--- src/rtl/avalon_disp_pkg.sv ---
// Shared definitions for the 7-segment display Avalon-MM traffic generator:
// sequencer state encoding and the slave register word addresses.
package avalon_disp_pkg;

  typedef enum logic [2:0] {
    IDLE = 3'd0,
    WR0  = 3'd1,
    WR1  = 3'd2,
    RD0  = 3'd3,
    RDW  = 3'd4,
    CHK  = 3'd5
  } disp_state_t;

  localparam logic [2:0] ADDR_REG0 = 3'd0;
  localparam logic [2:0] ADDR_REG1 = 3'd1;
  localparam logic [2:0] ADDR_REG3 = 3'd3;

endpackage

--- src/rtl/avalon_display_master_tick_divider.sv ---
// tick_divider: free-running 0..TICK_DIV-1 counter that advances only while
// enable is high and holds its value otherwise. tick is a one-cycle pulse in
// the cycle the counter wraps.
//   clock, reset : system clock, synchronous active-high reset
//   enable       : count enable
//   tick         : wrap pulse
module tick_divider #(
  parameter int unsigned TICK_DIV = 50_000_000
) (
  input  logic clock,
  input  logic reset,
  input  logic enable,
  output logic tick
);

  localparam int unsigned CW = (TICK_DIV > 1) ? $clog2(TICK_DIV) : 1;
  localparam logic [CW-1:0] LAST = CW'(TICK_DIV - 1);

  logic [CW-1:0] div_cnt;

  assign tick = enable && (div_cnt == LAST);

  always_ff @(posedge clock) begin
    if (reset) begin
      div_cnt <= '0;
    end else if (enable) begin
      div_cnt <= tick ? '0 : div_cnt + CW'(1);
    end
  end

endmodule

--- src/rtl/avalon_display_master.sv ---
// avalon_display_master: self-test traffic generator for the 7-segment display
// slave. Each divided tick advances a 32-bit count, writes its low/high halves
// to display registers 0/1, then (optionally) reads register 0 back and checks it.
//   clock, reset      : system clock, synchronous active-high reset
//   enable            : ticks generate bus sequences while high
//   m_*               : Avalon-MM master port (registered strobes/address/data)
//   busy              : sequence in progress
//   count             : last count value committed to the bus
//   err, err_count    : sticky read-back mismatch flag, saturating mismatch count
//   overrun           : sticky, a tick arrived while one was already pending
module avalon_display_master
  import avalon_disp_pkg::*;
#(
  parameter int unsigned TICK_DIV     = 50_000_000,
  parameter logic [31:0] STEP         = 32'd1,
  parameter int unsigned READ_LATENCY = 1,
  parameter bit          CHECK_EN     = 1'b1
) (
  input  logic        clock,
  input  logic        reset,
  input  logic        enable,
  output logic        m_chipselect,
  output logic [2:0]  m_address,
  output logic        m_write,
  output logic [31:0] m_writedata,
  output logic        m_read,
  input  logic [31:0] m_readdata,
  input  logic        m_waitrequest,
  output logic        busy,
  output logic [31:0] count,
  output logic        err,
  output logic [7:0]  err_count,
  output logic        overrun
);

  localparam logic [1:0] LAT_LAST = 2'(READ_LATENCY - 1);

  function automatic logic [7:0] sat_inc8(input logic [7:0] v);
    return (v == 8'hFF) ? v : v + 8'd1;
  endfunction

  disp_state_t state, state_d;
  logic        tick;
  logic        pending;
  logic        consume;
  logic [31:0] count_d;
  logic [1:0]  lat_cnt;
  logic        lat_last;
  logic        rd_accept;
  logic        sample;
  logic [31:0] rdata_p0;
  logic        wr_d, rd_d;
  logic [2:0]  addr_d;
  logic [31:0] wdata_d;

  tick_divider #(.TICK_DIV(TICK_DIV)) u_div (
    .clock  (clock),
    .reset  (reset),
    .enable (enable),
    .tick   (tick)
  );

  // A pending tick is only taken up while enabled, so a disabled master keeps it.
  assign consume   = (state == IDLE) && pending && enable;
  assign count_d   = consume ? count + STEP : count;
  assign busy      = (state != IDLE);
  assign rd_accept = m_chipselect && m_read && !m_waitrequest;
  assign lat_last  = (lat_cnt == LAT_LAST);
  assign sample    = ((state == RD0) && rd_accept && (READ_LATENCY == 0)) ||
                     ((state == RDW) && lat_last);

  always_ff @(posedge clock) begin
    if (reset) state <= IDLE;
    else       state <= state_d;
  end

  always_comb begin
    state_d = state;
    case (state)
      IDLE:    if (consume) state_d = WR0;
      WR0:     if (!m_waitrequest) state_d = WR1;
      WR1:     if (!m_waitrequest) state_d = CHECK_EN ? RD0 : IDLE;
      RD0:     if (!m_waitrequest) state_d = (READ_LATENCY == 0) ? CHK : RDW;
      RDW:     if (lat_last) state_d = CHK;
      CHK:     state_d = IDLE;
      default: state_d = IDLE;
    endcase
  end

  // Bus outputs are decoded from the next state and registered, so they hold
  // steady across waitrequest and drop on the edge after acceptance.
  always_comb begin
    wr_d    = 1'b0;
    rd_d    = 1'b0;
    addr_d  = m_address;
    wdata_d = m_writedata;
    case (state_d)
      WR0: begin
        wr_d    = 1'b1;
        addr_d  = ADDR_REG0;
        wdata_d = {16'h0, count_d[15:0]};
      end
      WR1: begin
        wr_d    = 1'b1;
        addr_d  = ADDR_REG1;
        wdata_d = {16'h0, count_d[31:16]};
      end
      RD0: begin
        rd_d    = 1'b1;
        addr_d  = ADDR_REG0;
      end
      default: ;
    endcase
  end

  always_ff @(posedge clock) begin
    if (reset) begin
      m_chipselect <= 1'b0;
      m_write      <= 1'b0;
      m_read       <= 1'b0;
      m_address    <= '0;
      m_writedata  <= '0;
      count        <= '0;
      pending      <= 1'b0;
      overrun      <= 1'b0;
      lat_cnt      <= '0;
      err          <= 1'b0;
      err_count    <= '0;
    end else begin
      m_chipselect <= wr_d | rd_d;
      m_write      <= wr_d;
      m_read       <= rd_d;
      m_address    <= addr_d;
      m_writedata  <= wdata_d;
      count        <= count_d;
      lat_cnt      <= (state == RDW) ? lat_cnt + 2'd1 : 2'd0;
      // A tick coinciding with consumption re-arms pending rather than overrunning.
      if (tick) begin
        if (pending && !consume) overrun <= 1'b1;
        pending <= 1'b1;
      end else if (consume) begin
        pending <= 1'b0;
      end
      if ((state == CHK) && (rdata_p0 != {16'h0, count[15:0]})) begin
        err       <= 1'b1;
        err_count <= sat_inc8(err_count);
      end
    end
  end

  // Read-back capture stage
  always_ff @(posedge clock) begin
    if (sample) rdata_p0 <= m_readdata;
  end

endmodule
--- config.mk ---
export PLATFORM = sky130hd
export DESIGN_NAME = avalon_display_master
export DESIGN_NICKNAME = d
export VERILOG_FILES = /design/src/rtl/avalon_disp_pkg.sv /design/src/rtl/avalon_display_master_tick_divider.sv /design/src/rtl/avalon_display_master.sv
export SDC_FILE = /design/constraint.sdc
export NUM_CORES = 1
export LEC_CHECK = 0
export BUFFER_PORTS_ARGS = -buffer_cell sky130_fd_sc_hd__buf_4
export CAP_MARGIN = 20
export CORE_ASPECT_RATIO = 1.25
export CORE_UTILIZATION = 55
export DETAILED_ROUTE_END_ITERATION = 16
export PLACE_DENSITY = 0.8
export SLEW_MARGIN = 20
export SYNTH_ARGS = -nofsm -noshare
export SYNTH_HDL_FRONTEND = slang
export SYNTH_HIERARCHICAL = 1
export SYNTH_SLANG_ARGS = --single-unit
--- constraint.sdc ---
create_clock -name clock -period 2.8 [get_ports clock]
set_input_delay 0.84 -clock clock [delete_from_list [all_inputs] [get_ports clock]]
set_output_delay 0.84 -clock clock [all_outputs]
set_load 0.005 [all_outputs]
==> metrics.yaml <==
gp_congestion: 0.896
post_cts.repair.setup_buffers: 0
nNetsFinal: 726
slew_viol_final: 0
ctsHoldBuffers: 0
clock_latency_ns: 0.41
finalSetupViolCount: 0
grt_pass1_vias: 4457
firstDrtPassIters: 5
clock_sink_count: 126
finalCritPeriodShare_pct: 83.1
power_density_mw_per_mm2: 575
ys_types: 64
rows: 41
ios: 117
portBuffers: 98
drtIter0Drc: 241
hp-class: "reg2reg"
area_growth_pct: 23.1
num_vias: 4697
post_cts_resized: 0
start_kind: "flop"
clkTransAtPathRegs_ns: 0.05
finalSetupTns_ns: 0
status: "completed"
slowest_stage: "or4_1"
intPower_mw: 3.28
synth_enable_flop_cells: 32
hold_viol: 0
power_frac_seq_pct: 46.1
synth_ff_type: "dfxtp_1"
drv_cap: 0
wl_per_cell_um: 15.7
crit_required_ns: 3.14
diodes: 0
htreeDepth: 4
cpMostUsedCell: "or3_1"
end_kind: "flop"
switching_share_pct: 19.2
grt_max_degree: 43
worstPathCellList: "nand4_2 > or4_1 > or3_1 > or3_1 > a21oi_1"
die-area_mm2: 0.0108
combPwrFrac_pct: 2.1
cts_buffer_depth: 2
multi_input_area_mm2: 0.00263
pwr-share-clk_pct: 51.9
rsz0062_at_grt: "no"
antenna_found_initial: 0
period_needed_ns: 2.33
grt_usage_pct: 25.1
ys_seq_area_share_pct: 49.5
crit_arrival_ns: 2.67
final-seq-area_mm2: 0.00284
start_util_pct: 56.8
fillers: 786
p_total_mw: 4.06
syn_area_per_cell_um2: 9.84
power_switching_uw: 779
netlist_area_mm2: 0.00574
ys_seq_elements: 126
cts_tree: "yes"
path_class: "reg2reg"
core-area_mm2: 0.0101
die_y_um: 116
drt_wl_total_mm: 13.0
vias_per_cell: 5.67
layout-drive-gt1-share_pct: 24.2
clock-root-buffer: "clkbuf_16"
vdd_drop_max_mv: 0.370
finClkSkew_ns: 0.00757
dp_hpwl_mm: 9.31
worst_slew_pin_slew_ns: 0.535
async_reset_ff_share_pct: 0
grt_pass1_wl_mm: 20.8
syn-instance-count: 583
slew_headroom_pct: 64.2
dieWidth_um: 93.4
yosysWarnings: 6
path_max_fanout: 8
p_leak_nw: 2.67
drc: 0
slowest_delay_ns: 0.58
ant_nets: 0
cts_buffers: 17
grt-ovfl-total: 0
fmax_ghz: 0.430
layer usage:
| layer | vias up | global-route usage (%) | wire length (µm) |
|---|---|---|---|
| met1 | 2232 | 28.6 | 5140 |
| met3 | 24 | 6.38 | 691 |
| li1 | 2284 | - | - |
| met2 | 157 | 44.1 | 6830 |
| met5 | - | 0 | 0 |
| met4 | 0 | 11.5 | 296 |
power by group through the flow:
stage	sequential [mW]	clock [mW]	combinational [mW]
floorplan	1.91	0	0.0551
global placement	1.91	0	0.0807
detailed placement	1.91	0	0.0834
CTS	1.87	2.14	0.0834
global route	1.87	2.23	0.0933
finish	1.87	2.11	0.0838
cells by family after synthesis:
group / share of synthesized area [%]
simple gates: 23.5
xor+xnor: 8.24
other cells: 0.0654
mux: 0.763
flops: 49.5
buf+inv: 5.80
compound gates: 11.2
fa+ha+maj: 0.872
worst paths after layout:
kind,to,slack (ns),cells past startpoint,start
worst max register to register,count[28],0.47,5,count[12]
worst max-delay path,count[28],0.47,5,count[12]
worst min-delay path,lat_cnt[0],0.42,1,lat_cnt[0]
worst min register to register,lat_cnt[0],0.42,1,lat_cnt[0]
synthesized netlist by cell type (all sizes together) (5+ instances only):
| cell | n | area (µm²) |
|---|---|---|
| o21ai | 22 | 110 |
| edfxtp | 32 | 961 |
| and4 | 6 | 52.6 |
| or3 | 11 | 73.8 |
| a21o | 7 | 52.6 |
| nor4 | 15 | 93.8 |
| a21oi | 36 | 214 |
| nand4 | 21 | 144 |
| clkbuf | 12 | 46.3 |
| nand3b | 5 | 37.5 |
| nor2b | 6 | 37.5 |
| xnor2 | 28 | 245 |
| and3 | 9 | 57.6 |
| nand2 | 35 | 139 |
| nor2 | 67 | 279 |
| inv | 12 | 45.0 |
| nand3 | 24 | 125 |
| dfxtp | 94 | 1880 |
| buf | 31 | 241 |
| o31ai | 13 | 97.6 |
| nor3 | 17 | 101 |
| or4 | 12 | 93.8 |
| xor2 | 26 | 228 |
state kept, by name, indices dropped and copies added (netlist names):
name,count
count,32
rdata_p0,32
u_div/div_cnt,26
m_writedata,16
err_count,8
state,3
lat_cnt,2
err,1
m_address,1
m_chipselect,1
m_read,1
m_write,1
overrun,1
pending,1
cells in the final DEF (no fill, tap or decap), types with 3 or more instances in the layout:
cell	n
and4_1	6
nand2_1	34
nor2_2	11
nor4b_1	3
nand4_1	19
conb_1	18
or3_1	10
o22ai_1	4
a21oi_1	27
clkbuf_1	4
a21o_1	7
a211oi_1	3
nor2_1	56
nand3_1	23
and3_1	8
clkinv_1	6
nor3_1	15
and2_1	3
buf_4	110
bufinv_16	3
a21oi_2	9
clkbuf_16	17
nand3b_1	5
or4_1	11
dfxtp_1	94
xnor2_1	28
o21ai_0	22
xor2_1	26
edfxtp_1	32
inv_1	11
mux2_2	3
nor4_1	15
nor2b_1	6
ha_1	4
o31ai_1	13
stage by stage:
stage	instances	instance area [µm²]	utilization [%]	hold slack (ns)	setup WS (ns)
floorplan	600	5800	-	0.400	0.480
global placement	796	6500	64.3	0.410	0.311
detailed placement	796	6500	64.3	0.412	0.270
CTS	828	7060	69.9	0.419	0.471
global route	828	7060	69.9	0.435	0.362
finish	828	7060	69.9	0.418	0.474
layout make-up:
class / count / share of cell area (%)
clock buffer: 21 / 6.23
tap: 129 / 2.28
timing repair buffer: 110 / 11.7
inverter: 12 / 0.638
sequential: 126 / 40.2
multi-input combinational: 419 / 37.2
clock inverter: 11 / 1.74
critical path, delay by kind of cell (launching register included):
family | cells | cell delay (ns)
and+or+nand+nor | 4 | 1.64
DFF | 1 | 0.47
AOI/OAI and AO/OA | 1 | 0.14
No activity file was read; power rests on OpenSTA's default activity.
